--- src/rtl/sw_debounce.sv ---
// Switch input conditioning: 2-flop synchroniser, shared ms-rate sample tick,
// per-bit debounce counters, clean levels plus 1-cycle rise/fall/change pulses.

// One debounced switch bit. A change is accepted only after STABLE_TICKS
// consecutive sample ticks disagree with the current debounced level.
module sw_debounce_bit #(
   parameter int STABLE_TICKS = 10,
   parameter int CW           = 4
) (
   input  logic clk,
   input  logic rst,
   input  logic tick,
   input  logic s,
   output logic db,
   output logic rise,
   output logic fall,
   output logic acc
);
   localparam logic [CW-1:0] LAST = CW'(STABLE_TICKS - 1);
   localparam logic [CW-1:0] ONE  = CW'(1);

   logic [CW-1:0] cnt;

   // Accept strobe: this tick completes the run of mismatching samples.
   always_comb begin
      acc = tick && (s != db) && (cnt == LAST);
   end

   // Count mismatching ticks; any matching tick restarts the run.
   always_ff @(posedge clk) begin
      if (!rst) begin
         cnt  <= '0;
         db   <= 1'b0;
         rise <= 1'b0;
         fall <= 1'b0;
      end else begin
         rise <= 1'b0;
         fall <= 1'b0;
         if (tick) begin
            if (s == db) begin
               cnt <= '0;
            end else if (cnt == LAST) begin
               cnt  <= '0;
               db   <= s;
               rise <= s;
               fall <= ~s;
            end else begin
               cnt <= cnt + ONE;
            end
         end
      end
   end
endmodule

// Top: synchroniser, prescaler and an array of per-bit debouncers.
module sw_debounce #(
   parameter int WIDTH        = 16,
   parameter int TICK_DIV     = 50000,
   parameter int STABLE_TICKS = 10
) (
   input  logic             clk,
   input  logic             rst,
   input  logic [WIDTH-1:0] sw_in,
   output logic [WIDTH-1:0] sw_db,
   output logic [WIDTH-1:0] sw_rise,
   output logic [WIDTH-1:0] sw_fall,
   output logic             sw_chg,
   output logic             tick
);
   localparam int PW = (TICK_DIV > 1) ? $clog2(TICK_DIV) : 1;
   localparam int CW = $clog2(STABLE_TICKS + 1);
   localparam logic [PW-1:0] PLAST = PW'(TICK_DIV - 1);
   localparam logic [PW-1:0] PONE  = PW'(1);

   logic [WIDTH-1:0] s1, s2;
   logic [WIDTH-1:0] acc;
   logic [PW-1:0]    pcnt;

   // Two-flop synchroniser; only s2 feeds the debouncers.
   always_ff @(posedge clk) begin
      if (!rst) begin
         s1 <= '0;
         s2 <= '0;
      end else begin
         s1 <= sw_in;
         s2 <= s1;
      end
   end

   // Prescaler: tick is registered, high the cycle after pcnt wraps.
   always_ff @(posedge clk) begin
      if (!rst) begin
         pcnt <= '0;
         tick <= 1'b0;
      end else begin
         tick <= (pcnt == PLAST);
         if (pcnt == PLAST) pcnt <= '0;
         else               pcnt <= pcnt + PONE;
      end
   end

   // Change pulse, registered alongside the per-bit rise/fall pulses.
   always_ff @(posedge clk) begin
      if (!rst) sw_chg <= 1'b0;
      else      sw_chg <= |acc;
   end

   for (genvar gi = 0; gi < WIDTH; gi++) begin : g_bit
      sw_debounce_bit #(
         .STABLE_TICKS (STABLE_TICKS),
         .CW           (CW)
      ) u_bit (
         .clk  (clk),
         .rst  (rst),
         .tick (tick),
         .s    (s2[gi]),
         .db   (sw_db[gi]),
         .rise (sw_rise[gi]),
         .fall (sw_fall[gi]),
         .acc  (acc[gi])
      );
   end
endmodule
--- config.mk ---
export PLATFORM = sky130hd
export DESIGN_NAME = sw_debounce
export DESIGN_NICKNAME = d
export VERILOG_FILES = /design/src/rtl/sw_debounce.sv
export SDC_FILE = /design/constraint.sdc
export NUM_CORES = 1
export LEC_CHECK = 0
export ABC_CLOCK_PERIOD_IN_PS = 1830
export CAP_MARGIN = 5
export CORE_MARGIN = 2
export CORE_UTILIZATION = 40
export DETAILED_ROUTE_END_ITERATION = 6
export PLACE_DENSITY = 0.56
export SLEW_MARGIN = 20
export SYNTH_ARGS = -nofsm -noshare
export SYNTH_HDL_FRONTEND = slang
export SYNTH_SLANG_ARGS = --single-unit
--- constraint.sdc ---
create_clock -name clk -period 1.83 [get_ports clk]
set_clock_uncertainty 0.05 [all_clocks]
set_input_delay 0.2745 -clock clk [delete_from_list [all_inputs] [get_ports clk]]
set_output_delay 0.2745 -clock clk [all_outputs]
set_load 0.01 [all_outputs]
==> flow_metrics.env <==
export IMPL_outcome="completed"
export IMPL_holdBufCountCts=0
export IMPL_vias_per_cell=4.85
export IMPL_gp_congestion=0.786
export IMPL_grt_max_degree=32
export IMPL_clockPowerShare_pct=50.7
export IMPL_r2r_end="sw_chg"
export IMPL_die_w_um=135
export IMPL_hold_slack_ns=0.256
export IMPL_fmax_ghz=0.576
export IMPL_slew_headroom_pct=67.6
export IMPL_ir_drop_mv=0.675
export IMPL_cp_arrival_ns=2.01
export IMPL_ys_top_cells_by_count="dfxtp_1 (162), nor2_1 (117), buf_4 (48), and2_1 (42), nand2_1 (38)"
export IMPL_tns_ns=0
export IMPL_die_h_um=135
export IMPL_cts_sink_count=162
export IMPL_ant_nets=0
export IMPL_num_vias=4952
export IMPL_min_period_ns=1.74
export IMPL_max_cap_viol_count=0
export IMPL_crit_path_start="g_bit[15].u_bit.cnt[1]"
export IMPL_ys_seq_area_share_pct=47.5
export IMPL_cts_buffers=17
export IMPL_total_leakage_power_uw=0.00321
export IMPL_worst_slew_pin_slew_ns=0.482
export IMPL_fp_coreArea_sq_um=16600
export IMPL_gr_total_overflow=0
export IMPL_drt_wl_total_um=13300
export IMPL_grt_pass1_vias=4766
export IMPL_synthArstFlopShare_pct=0
export IMPL_drive_gt1_share_pct=10.1
export IMPL_drv_slew=0
export IMPL_dieArea_sq_um=18100
export IMPL_synth_nets=790
export IMPL_ff2ff_setup_slack_ns=0.09
export IMPL_dr_pass1_iters=4
export IMPL_cts_setup_buffers=0
export IMPL_clock_latency_ns=0.43
export IMPL_yosys_cell_count_top_type="dfxtp_1"
export IMPL_r2r_start="g_bit[15].u_bit.cnt[1]"
export IMPL_rsz0062_at_grt="yes"
export IMPL_globalRouteTotalUtil_pct=15.7
export IMPL_synthesis_instances=745
export IMPL_p_comb_share_pct=2.1
export IMPL_drt_iter0_markers=234
export IMPL_cts_htree_levels=4
export IMPL_drc=0
export IMPL_cp_start_kind="register"
export IMPL_port_buffers=67
export IMPL_ys_flop_type="dfxtp_1"
export IMPL_crit_path_end="sw_chg"
export IMPL_post_synth_cell_area_avg_sq_um=9.16
export IMPL_yosys_warnings=0
export IMPL_rows=47
export IMPL_cp_required_ns=2.10
export IMPL_antenna_found_initial=0
export IMPL_synth_edf_count=0
export IMPL_p_sw_uw=1540
export IMPL_cts_tree="yes"
export IMPL_ys_types=45
export IMPL_hp_class="primary input to register"
export IMPL_total_power_uw=7610
export IMPL_clk_pin_slew_worst_paths_ns=0.06
export IMPL_synth_area_sq_um=6820
export IMPL_wl_per_cell_um=13.0
export IMPL_ys_top_cells_by_area="dfxtp_1 (48%), nor2_1 (6.4%), buf_4 (5.3%)"
export IMPL_r2r_cells=7
export IMPL_critPathMaxFanout=4
export IMPL_antennaDiodeCount=0
export IMPL_synth_seq_cells=162
export IMPL_crit_type="register to register"
export IMPL_hpwl_um=9340
export IMPL_finalHoldViolations=0
export IMPL_synth_top_area_cell="dfxtp_1"
export IMPL_start_util_pct=41.0
export IMPL_power_density_nw_per_um2=923
export IMPL_p_sw_share_pct=20.2
export IMPL_seq_power_share_pct=47.2
export IMPL_synth_top_area_share_pct=47.5
export IMPL_p_int_uw=6070
export IMPL_areaGrowthSynthToFinish_pct=20.8
export IMPL_worstSetupEndpointType="register"
export IMPL_grt_pass1_wl_um=22700
export IMPL_root_buffer="clkbuf_16"
export IMPL_ios=68
export IMPL_setup_viol=0
export IMPL_layout_nets=834
export IMPL_post_route_period_util_pct=94.9
export IMPL_cts_buffer_depth=2
[cells in the final DEF, fill, tap and decap left out, types with 6 or more instances in the layout]
master,netlist,routed
and3_1,25,25
and2_1,42,42
nor3b_1,22,20
nor3_1,12,12
a211oi_1,6,6
clkdlybuf4s50_1,0,65
buf_4,48,29
o22ai_1,8,8
inv_1,19,19
a21oi_1,32,32
o21ai_0,28,28
nor2b_1,6,6
nand3_1,15,15
nor2_1,117,116
xnor2_1,19,19
ha_1,27,27
nand3b_1,8,8
mux2i_1,14,14
dfxtp_1,162,156
xor2_1,28,28
nand2_1,38,38
clkbuf_16,0,17
nand4_1,9,9
[worst max-delay path, cell delays in order (launching register included)]
cell,delay (ns)
dfxtp_2,0.35
inv_1,0.05
ha_1,0.17
and3b_1,0.19
nor3b_1,0.15
nor4b_1,0.24
nand4_1,0.13
o31a_1,0.30
[stage by stage]
stage | utilization (%) | cells | setup slack (ns) | area [sq um]
5_1_grt | 49.5 | 1022 | -0.00221 | 8240
3_5_place_dp | 45.4 | 990 | 0.0495 | 7560
3_3_place_gp | 45.4 | 990 | 0.0376 | 7560
6_report | 49.5 | 1022 | 0.0926 | 8240
2_1_floorplan | - | 745 | 0.141 | 6820
4_1_cts | 49.3 | 1022 | 0.00225 | 8210
[how the worst min path moves through the flow]
stage             start                      to  slack, ns  depth (start not counted)
3_5_place_dp     s1[10]                  s2[10]       0.37                          1
5_1_grt             rst  g_bit[11].u_bit.cnt[0]       0.25                          3
3_3_place_gp     s1[11]                  s2[11]       0.37                          1
4_1_cts             rst  g_bit[11].u_bit.cnt[0]       0.24                          3
2_1_floorplan  sw_in[0]                   s1[0]       0.35                          1
6_report            rst  g_bit[11].u_bit.cnt[0]       0.26                          3
[timing repair]
action,CTS,global route
endpoints found under the setup margin,1,16
pin swaps,0,0
resized for setup,3,10
[logic make-up after synthesis]
group / Yosys count / synth area share (%)
compound gates: 85 / 7.12
xor+xnor: 48 / 6.44
fa+ha+maj: 27 / 4.95
buf+inv: 95 / 8.03
flops: 162 / 47.5
mux: 14 / 2.05
simple gates: 314 / 23.9
[area by class of cell]
type | instances | area, sq um
fillers | 1536 | 8400
flip-flops and latches | 162 | 3250
multi-input cells | 488 | 3060
repair buffers | 99 | 933
clock buffers | 20 | 437
well taps | 220 | 275
clock inverters | 12 | 206
inverters | 21 | 78.8
[metal layers]
layer,track usage (%),part of all wire [%]
met1,19.5,48
met2,26.1,47
met3,4.65,3.6
met4,5.67,1.5
met5,0,0
[power groups by stage]
stage          clock (uW)  combinational, uW  sequential [uW]
3_3_place_gp            0                163             3670
3_5_place_dp            0                164             3670
5_1_grt              4120                180             3590
4_1_cts              3960                165             3590
2_1_floorplan           0               87.7             3660
6_report             3860                160             3590
[flip-flops by register name, indices dropped and copies added, names as in the netlist]
register	cells
g_bit.u_bit.db	16
sw_chg	1
s1	16
g_bit.u_bit.rise	16
g_bit.u_bit.cnt	64
s2	16
tick	1
pcnt	16
g_bit.u_bit.fall	16
No activity file was read; power rests on OpenSTA's default activity.
